File: src/rtl/lsu_pkg.sv
// rtl/lsu_pkg.sv - shared func3 codes, FSM states and decode helpers for lsu_align_ctrl
package lsu_pkg;

    localparam logic [2:0] F3_B  = 3'b000;
    localparam logic [2:0] F3_H  = 3'b001;
    localparam logic [2:0] F3_W  = 3'b010;
    localparam logic [2:0] F3_BU = 3'b100;
    localparam logic [2:0] F3_HU = 3'b101;

    typedef enum logic [2:0] {
        IDLE = 3'd0,
        RD0  = 3'd1,
`ifdef LSU_MISALIGN_EN
        RD1  = 3'd2,
        WR1  = 3'd4,
`endif
        WR0  = 3'd3,
        DONE = 3'd5
    } lsu_state_t;

    function automatic logic [2:0] f3_size(input logic [2:0] f3);
        case (f3[1:0])
            2'b00:   return 3'd1;
            2'b01:   return 3'd2;
            default: return 3'd4;
        endcase
    endfunction

    // Unsigned variants exist only for loads.
    function automatic logic f3_legal(input logic we, input logic [2:0] f3);
        case (f3)
            F3_B, F3_H, F3_W: return 1'b1;
            F3_BU, F3_HU:     return !we;
            default:          return 1'b0;
        endcase
    endfunction

    function automatic logic is_cross(input logic [1:0] off, input logic [2:0] size);
        return ({1'b0, off} + size) > 3'd4;
    endfunction

endpackage

File: src/rtl/lsu_align_ctrl_lane.sv
// rtl/lsu_align_ctrl_lane.sv - lsu_lane_align: 64-bit line extract/extend and store byte merge
module lsu_lane_align (
    input  logic [31:0] lo,
    input  logic [31:0] hi,
    input  logic [1:0]  off,
    input  logic [2:0]  size,
    input  logic        sext,
    input  logic [31:0] wdata,
    output logic [31:0] load_data,
    output logic [31:0] merged_lo,
    output logic [31:0] merged_hi
);

    logic [63:0] line;
    logic [63:0] wline;
    logic [63:0] merged;
    logic [31:0] shifted;
    logic [7:0]  base_mask;
    logic [7:0]  mask;
    logic [5:0]  sh;

    always_comb begin
        line    = {hi, lo};
        sh      = {1'b0, off, 3'b000};
        shifted = 32'(line >> sh);
        case (size)
            3'd1:    load_data = sext ? {{24{shifted[7]}}, shifted[7:0]}
                                      : {24'b0, shifted[7:0]};
            3'd2:    load_data = sext ? {{16{shifted[15]}}, shifted[15:0]}
                                      : {16'b0, shifted[15:0]};
            default: load_data = shifted;
        endcase
    end

    // Bytes outside the mask keep whatever was read back from memory.
    always_comb begin
        case (size)
            3'd1:    base_mask = 8'h01;
            3'd2:    base_mask = 8'h03;
            default: base_mask = 8'h0F;
        endcase
        mask   = base_mask << off;
        wline  = {32'b0, wdata} << sh;
        merged = '0;
        for (int k = 0; k < 8; k++) begin
            merged[8*k +: 8] = mask[k] ? wline[8*k +: 8] : line[8*k +: 8];
        end
        merged_lo = merged[31:0];
        merged_hi = merged[63:32];
    end

endmodule

File: src/rtl/lsu_align_ctrl.sv
// rtl/lsu_align_ctrl.sv - load/store alignment FSM issuing aligned word accesses to data_mem
// Define LSU_MISALIGN_EN to split word-crossing accesses; otherwise they return resp_err.
module lsu_align_ctrl
    import lsu_pkg::*;
#(
    parameter int ADDR_W = 32
) (
    input  logic              clk,
    input  logic              rst,
    input  logic              req_valid,
    output logic              req_ready,
    input  logic              req_we,
    input  logic [2:0]        req_func3,
    input  logic [ADDR_W-1:0] req_addr,
    input  logic [31:0]       req_wdata,
    output logic              resp_valid,
    output logic [31:0]       resp_rdata,
    output logic              resp_err,
    output logic [ADDR_W-1:0] mem_addr,
    output logic [31:0]       mem_wdata,
    output logic              mem_we,
    output logic [2:0]        mem_func3,
    input  logic [31:0]       mem_rdata
);

    lsu_state_t        state_q, state_d;
    logic              we_q, we_d;
    logic [2:0]        func3_q, func3_d;
    logic [ADDR_W-1:0] addr_q, addr_d;
    logic [31:0]       wdata_q, wdata_d;
    logic [31:0]       lo_q, lo_d;
    logic [31:0]       hi_q, hi_d;
    logic              err_q, err_d;

    logic [ADDR_W-1:0] w0;
    logic [2:0]        size;
    logic [2:0]        req_size;
    logic              req_err;
    logic              req_aligned_sw;
    logic [31:0]       load_data;
    logic [31:0]       merged_lo;
    logic [31:0]       merged_hi;

    assign w0       = {addr_q[ADDR_W-1:2], 2'b00};
    assign size     = f3_size(func3_q);
    assign req_size = f3_size(req_func3);
    assign req_aligned_sw = req_we && (req_addr[1:0] == 2'b00) && (req_size == 3'd4);

`ifdef LSU_MISALIGN_EN
    logic [ADDR_W-1:0] w1;
    logic              cross;
    assign w1      = w0 + ADDR_W'(4);
    assign cross   = is_cross(addr_q[1:0], size);
    assign req_err = !f3_legal(req_we, req_func3);
`else
    logic req_cross;
    assign req_cross = is_cross(req_addr[1:0], req_size);
    assign req_err   = !f3_legal(req_we, req_func3) || req_cross;
`endif

    lsu_lane_align u_lane (
        .lo        (lo_q),
        .hi        (hi_q),
        .off       (addr_q[1:0]),
        .size      (size),
        .sext      (!func3_q[2]),
        .wdata     (wdata_q),
        .load_data (load_data),
        .merged_lo (merged_lo),
        .merged_hi (merged_hi)
    );

    always_ff @(posedge clk or posedge rst) begin
        if (rst) begin
            state_q <= IDLE;
            we_q    <= 1'b0;
            func3_q <= '0;
            addr_q  <= '0;
            wdata_q <= '0;
            lo_q    <= '0;
            hi_q    <= '0;
            err_q   <= 1'b0;
        end else begin
            state_q <= state_d;
            we_q    <= we_d;
            func3_q <= func3_d;
            addr_q  <= addr_d;
            wdata_q <= wdata_d;
            lo_q    <= lo_d;
            hi_q    <= hi_d;
            err_q   <= err_d;
        end
    end

    always_comb begin
        state_d = state_q;
        we_d    = we_q;
        func3_d = func3_q;
        addr_d  = addr_q;
        wdata_d = wdata_q;
        lo_d    = lo_q;
        hi_d    = hi_q;
        err_d   = err_q;
        case (state_q)
            IDLE: begin
                if (req_valid) begin
                    we_d    = req_we;
                    func3_d = req_func3;
                    addr_d  = req_addr;
                    wdata_d = req_wdata;
                    lo_d    = '0;
                    hi_d    = '0;
                    err_d   = req_err;
                    if (req_err)             state_d = DONE;
                    else if (req_aligned_sw) state_d = WR0;
                    else                     state_d = RD0;
                end
            end
            RD0: begin
                lo_d    = mem_rdata;
                state_d = we_q ? WR0 : DONE;
`ifdef LSU_MISALIGN_EN
                if (cross) state_d = RD1;
`endif
            end
`ifdef LSU_MISALIGN_EN
            RD1: begin
                hi_d    = mem_rdata;
                state_d = we_q ? WR0 : DONE;
            end
            WR1: state_d = DONE;
`endif
            WR0: begin
                state_d = DONE;
`ifdef LSU_MISALIGN_EN
                if (cross) state_d = WR1;
`endif
            end
            DONE:    state_d = IDLE;
            default: state_d = IDLE;
        endcase
    end

    // Memory-side outputs depend only on state and latched registers.
    always_comb begin
        req_ready  = 1'b0;
        resp_valid = 1'b0;
        resp_rdata = '0;
        resp_err   = 1'b0;
        mem_addr   = '0;
        mem_wdata  = '0;
        mem_we     = 1'b0;
        mem_func3  = F3_W;
        case (state_q)
            IDLE: req_ready = 1'b1;
            RD0:  mem_addr  = w0;
`ifdef LSU_MISALIGN_EN
            RD1:  mem_addr  = w1;
            WR1: begin
                mem_addr  = w1;
                mem_wdata = merged_hi;
                mem_we    = 1'b1;
            end
`endif
            WR0: begin
                mem_addr  = w0;
                mem_wdata = merged_lo;
                mem_we    = 1'b1;
            end
            DONE: begin
                resp_valid = 1'b1;
                resp_err   = err_q;
                resp_rdata = (err_q || we_q) ? 32'b0 : load_data;
            end
            default: ;
        endcase
    end

endmodule
File: config.mk
export PLATFORM = sky130hd
export DESIGN_NAME = lsu_align_ctrl
export DESIGN_NICKNAME = d
export VERILOG_FILES = /design/src/rtl/lsu_pkg.sv /design/src/rtl/lsu_align_ctrl_lane.sv /design/src/rtl/lsu_align_ctrl.sv
export SDC_FILE = /design/constraint.sdc
export NUM_CORES = 1
export LEC_CHECK = 0
export ABC_AREA = 1
export BUFFER_PORTS_ARGS = -buffer_cell sky130_fd_sc_hd__buf_4
export CORE_MARGIN = 3
export CORE_UTILIZATION = 30
export CTS_CLUSTER_DIAMETER = 150
export DETAILED_ROUTE_END_ITERATION = 10
export PLACE_DENSITY = 0.62
export SLEW_MARGIN = 15
export SYNTH_ARGS = -nofsm -noshare
export SYNTH_HDL_FRONTEND = slang
export SYNTH_SLANG_ARGS = --single-unit
File: constraint.sdc
create_clock -name clk -period 9.4 [get_ports clk]
set_clock_uncertainty 0.1 [all_clocks]
set_input_delay 0.47 -clock clk [delete_from_list [all_inputs] [get_ports clk]]
set_output_delay 0.47 -clock clk [all_outputs]
set_load 0.005 [all_outputs]
After elaboration in Yosys (flattened, before gate mapping)

Index checks and enable logic that the tools add are counted.

Flip-flop bits (word level): 104
Word-level logic and storage cells: 68
Input bits: 103

Reduce and logical (&&, ||, !) cells: 17
Eq/ne operators: 13
$lt $le $gt $ge: 1
Muxes and demuxes: 26
$add $sub $neg: 1
Shift operators: 3

Operators by type and width:

| kind                                                | count |
|---|---|
| two-way mux 32 bit                                  | 7 |
| case mux 32 bit (2 select lines)                    | 2 |
| two-way mux 8 bit                                   | 4 |
| << shifter 32 x 5 -> 32 bit                         | 1 |
| right shift 32 x 5 -> 32 bit                        | 1 |
| equality test 3 bit, second input constant          | 4 |
| case mux 3 bit (2 select lines)                     | 2 |
| equality test 3 x 1 -> 1 bit, second input constant | 3 |
| equality test 3 x 2 -> 1 bit, second input constant | 3 |
| two-way mux 3 bit                                   | 3 |
| case mux 3 bit (3 select lines)                     | 1 |
| case mux 4 bit (2 select lines)                     | 1 |
| logical NOT 2 bit                                   | 3 |
| logical NOT 3 bit                                   | 2 |
| equality test 2 x 1 -> 1 bit, second input constant | 2 |
| two-way mux 1 bit                                   | 4 |
| AND reduction 2 bit                                 | 2 |
| OR reduction 2 bit                                  | 2 |
| << shifter 4 x 2 -> 4 bit                           | 1 |
| adder 2 x 3 -> 3 bit                                | 1 |
| > comparator 3 bit, second input constant           | 1 |
| OR reduction 3 bit                                  | 1 |
| logical AND 1 bit                                   | 2 |
| logical NOT 1 bit                                   | 2 |
| other kinds (5)                                     | 6 |

Logic depth before layout (Yosys ltp)

Depth in word-level cells: 8
Gate-level depth with buffers: 9
Mapped depth without buffers: 9

Cells and area by module

Synthesis repeated with hierarchy kept, for this count alone.

Cells, all modules: 1,215
Area total of the unflattened synthesis: 7,664.9 um2

By module, submodules not included:

| module         | instances | area an instance (um2) | sequential area each (um2) | cells an instance |
|---|---|---|---|---|
| lsu_align_ctrl | 1         | 5,238.8                | 2,602.5                    | 665 |
| lsu_lane_align | 1         | 2,426.1                | 0.0                        | 550 |

Least setup slack after synthesis

OpenSTA, ideal clock, no wires.

Kind: reg2out
Start: register addr_q[0]
End: output mem_wdata[16]
Arrival time: 1,250 ps
Stages on the path, launching flop included: 6
Setup slack: 7,580 ps
Required time: 8,830 ps
Path through: dfrtp_1 -> buf_4 -> buf_6 -> o211ai_1 -> a21oi_1 -> nor2_1

Word-level cells in the longest chain between the ends: 3
Elaborated cells between the ends (all ways): 4

RTL lines:

| item                                                                     | line                                                 | RTL |
|---|---|---|
| from (decl)                                                              | lsu_align_ctrl.sv:29                                 | `logic [ADDR_W-1:0] addr_q, addr_d;` |
| from (signal assigned)                                                   | lsu_align_ctrl.sv:87                                 | `addr_q <= addr_d;` |
| << shifter 32 x 5 -> 32 bit or << shifter 4 x 2 -> 4 bit (tied branches) | lsu_align_ctrl_lane.sv:43, lsu_align_ctrl_lane.sv:42 |  |
| two-way mux 8 bit *                                                      | lsu_align_ctrl_lane.sv:46                            | `merged[8*k +: 8] = mask[k] ? wline[8*k +: 8] : line[8*k +: 8];` |
| two-way mux 32 bit *                                                     | lsu_align_ctrl.sv:154                                | `case (state_q)` |
| to (decl)                                                                | lsu_align_ctrl.sv:20                                 | `output logic [31:0] mem_wdata,` |

Mark *: on every way between the ends. The rest lies on a longest branch, timed or not.

Worst setup path in the final report

Start: register addr_q[0]
End: output resp_rdata[18]

Word-level cells in the longest chain between the ends: 5
Elaborated cells between the ends (all ways): 6

RTL lines:

| item                                  | line                                                 | RTL |
|---|---|---|
| right shift 32 x 5 -> 32 bit *        | lsu_align_ctrl_lane.sv:25                            | `shifted = 32'(line >> sh);` |
| two-way mux 32 bit (on tied branches) | lsu_align_ctrl_lane.sv:29, lsu_align_ctrl_lane.sv:27 |  |
| case mux 32 bit (2 select lines) *    | lsu_align_ctrl_lane.sv:26                            | `case (size)` |
| two-way mux 32 bit *                  | lsu_align_ctrl.sv:173                                | `resp_rdata = (err_q \|\| we_q) ? 32'b0 : load_data;` |
| two-way mux 32 bit *                  | lsu_align_ctrl.sv:154                                |  |
| to (decl)                             | lsu_align_ctrl.sv:17                                 | `output logic [31:0] resp_rdata,` |

Marked as above.

==> flow_summary.json <==
{
  "core.rowCount": 51,
  "p_seq_share_pct": 31.8,
  "cts.sink_count": 104,
  "synth_enable_flop_cells": 0,
  "p_leak_nw": 4.10,
  "cts.clk_slew.worst_paths_ns": 0.07,
  "switching_share_pct": 47.2,
  "cts.repair.resized": 0,
  "power_density_nw_per_um2": 319,
  "core_area_sq_um": 19800,
  "avgSynthCellArea_sq_um": 6.98,
  "synth.largest_area_cell": "dfrtp_1",
  "synthCells": 884,
  "drt_pass1_iterations": 5,
  "worst_ir_drop_vdd_v": 0.000126,
  "worstRegToRegCells": 7,
  "io-pin-count": 206,
  "drt.antenna.violating_nets": 0,
  "post_synth_top_cells": "nand2_1, nor2_1, dfrtp_1",
  "grt_start_max_net_pins": 100,
  "placement.setup.worst_slack_ns": 6.10,
  "r2r_end": "lo_q[22]$_DFFE_PP0P_",
  "worstReg2RegStart": "state_q[1]$_DFFE_PP0P_",
  "layout-drive-gt1-share_pct": 24.2,
  "cp.required_ns": 8.83,
  "max-clock-path-buffers": 2,
  "gr-usage-all-layers_pct": 19.1,
  "detail_route.wirelength_um": 21400,
  "slew_headroom_pct": 30.2,
  "drc": 0,
  "min_period_over_period_pct": 38.0,
  "dp.final_hpwl_um": 16300,
  "cp_max_fo": 60,
  "final.min_clock_period_ns": 3.57,
  "wire_length_of_the_first_global_routing_pass_um": 33200,
  "num-nets-final": 1145,
  "tritoncts": "done",
  "grt_pass1_vias": 5957,
  "initialDrtViolationCount": 367,
  "routedWlPerCell_um": 16.3,
  "drv_slew": 0,
  "numCtsBuffers": 9,
  "globalplace.congestion": 0.937,
  "critPathCaptureType": "output pin",
  "detail_route.vias_per_cell": 4.77,
  "synth-async-reset-ratio_pct": 100,
  "synth-warning-count": 0,
  "cts_htree_levels": 3,
  "synthToLayoutAreaGrowth_pct": 30.5,
  "grt_setup_unrepaired": "no",
  "tightestPinTransition_ns": 1.05,
  "initial_core_utilization_pct": 31.1,
  "clock_tree.root_cell": "clkbuf_16",
  "hold_viol_final": 0,
  "cts_setup_buffers": 0,
  "yosysTopAreaCellShare_pct": 42.2,
  "ys_seq_area_share_pct": 42.2,
  "post_synth_main_area_contributors": "dfrtp_1, nand2_1, nor2_1",
  "worst_reg_to_reg_setup_slack_ns": 6.13,
  "worstSkewPairLatency_ns": 0.36,
  "clock_power_share_pct": 16.0,
  "status": "complete, no violations",
  "dieArea_sq_um": 22300,
  "worstSetupStartpointType": "flop",
  "timing.critical_path.arrival_ns": 3.00,
  "net-switching-power_mw": 1.22,
  "setup_tns_final_ns": 0,
  "dr_total_vias": 6243,
  "timing.hold.worst.class": "input pin to async pin",
  "synthMostInstantiatedCell": "nand2_1",
  "layout_setup_ws_ns": 5.83,
  "path_type_of_the_worst_setup_path": "flop to output pin",
  "insertedDiodeCount": 0,
  "netlist_area_sq_um": 6170,
  "die_x_um": 149,
  "max_freq_mhz": 280,
  "internal_power_of_the_cells_mw": 1.36,
  "ys_dominant_reg_cell": "dfrtp_1",
  "die_height_um": 149,
  "cap_viol_max_count": 0,
  "setup-violations-final": 0,
  "antenna_found_initial": 0,
  "port_buffers": 200,
  "yosys_register_bits": 104,
  "comb_power_share_pct": 52.2,
  "grt-ovfl-total": 0,
  "cts_hold_buffers": 0,
  "synth_cell_types": 29
}
## flip-flops by register name, summed over array words and instances (netlist names)
register	count
state_q	3
addr_q	32
err_q	1
we_q	1
func3_q	3
wdata_q	32
lo_q	32
## metal layers
metal	share of wire (%)	global-route usage [%]	up-vias	routed length [um]
li1	-	-	3130	-
met1	43	25.8	2838	9280
met2	46	30.5	256	9750
met3	9.8	5.75	19	2100
met4	1.1	3.66	0	234
met5	0	0	-	0
## worst max-delay path by stage
| stage | depth (start not counted) | startpoint | slack [ns] | to |
|---|---|---|---|---|
| floorplan | 1 | rst | 6.10 | addr_q[0]$_DFFE_PP0P_ |
| global placement | 7 | state_q[1]$_DFFE_PP0P_ | 6.20 | lo_q[17]$_DFFE_PP0P_ |
| detailed placement | 7 | state_q[1]$_DFFE_PP0P_ | 6.10 | lo_q[22]$_DFFE_PP0P_ |
| CTS | 8 | addr_q[0]$_DFFE_PP0P_ | 5.85 | resp_rdata[18] |
| global route | 8 | addr_q[0]$_DFFE_PP0P_ | 5.51 | resp_rdata[20] |
| finish | 8 | addr_q[0]$_DFFE_PP0P_ | 5.83 | resp_rdata[18] |
## stage by stage
stage | power [mW] | cells | util [%] | hold WS, ns | area, sq um
2_1_floorplan | 1.70 | 887 | - | 0.337 | 6180
3_3_place_gp | 2.14 | 1294 | 39.0 | 0.354 | 7730
3_5_place_dp | 2.17 | 1294 | 39.0 | 0.357 | 7730
4_1_cts | 2.58 | 1309 | 40.6 | 0.0169 | 8050
5_1_grt | 2.81 | 1309 | 40.6 | 0.0422 | 8050
6_report | 2.57 | 1309 | 40.6 | 0.00879 | 8050
## worst max-delay path, stage by stage, from the launching register on
cell and delay [ns]:
dfrtp_2 1.05, inv_4 0.38, nand2_1 0.21, nand3_2 0.12, nand3_4 0.14, nand2_1 0.10, nor2_4 0.38, nor2_1 0.08
buf_4 0.15
## logic make-up (layout without fill, tap and decap cells)
kind of cell / Yosys count / after routing / synth area share [%]
buffers and inverters: 149 / 306 / 10.5
other: 2 / 5 / 0.122
AND/OR/NAND/NOR: 412 / 412 / 28.1
adder cells (fa/ha/maj): 2 / 2 / 0.527
multiplexers: 7 / 7 / 1.14
XOR/XNOR: 1 / 1 / 0.142
flip-flops: 104 / 104 / 42.2
AO/OA/AOI/OAI: 207 / 207 / 17.3
## cells in the final DEF, fill, tap and decap left out
cell	netlist	final
fa_1	1	1
buf_4	7	203
dfrtp_2	0	1
o21ai_1	6	6
or2_0	1	1
inv_6	0	1
nor2_2	11	11
nand2_4	0	1
nor2_1	153	153
nand2_2	3	2
clkbuf_1	21	1
bufinv_16	0	2
inv_1	78	77
a21oi_1	88	88
ha_1	1	1
inv_4	1	2
o21ai_0	101	101
clkbuf_8	0	1
inv_2	9	9
nand2_1	169	169
xnor2_1	1	1
nand3_1	67	67
nand3_2	3	3
a21oi_2	2	2
mux2i_1	7	7
clkinvlp_4	0	1
nand3_4	2	2
a211oi_1	9	9
conb_1	2	5
o211ai_1	1	1
nor2_4	3	3
clkbuf_16	0	9
dfrtp_1	104	103
## final cells by class
class | count | area (sq um)
clock inverter | 4 | 76.3
multi-input combinational | 634 | 2940
fill | 2164 | 11800
sequential | 104 | 2600
inverter | 88 | 335
timing repair buffer | 203 | 1520
tap | 265 | 332
clock buffer | 11 | 243
## power groups by stage
stage          clock [mW]  sequential [mW]  combinational [mW]
6_report            0.411            0.818                1.34
5_1_grt             0.435            0.845                1.53
4_1_cts             0.418            0.816                1.35
3_5_place_dp            0            0.825                1.35
3_3_place_gp            0            0.818                1.32
2_1_floorplan           0            0.736               0.969
Power figures use the tool's default switching activity.
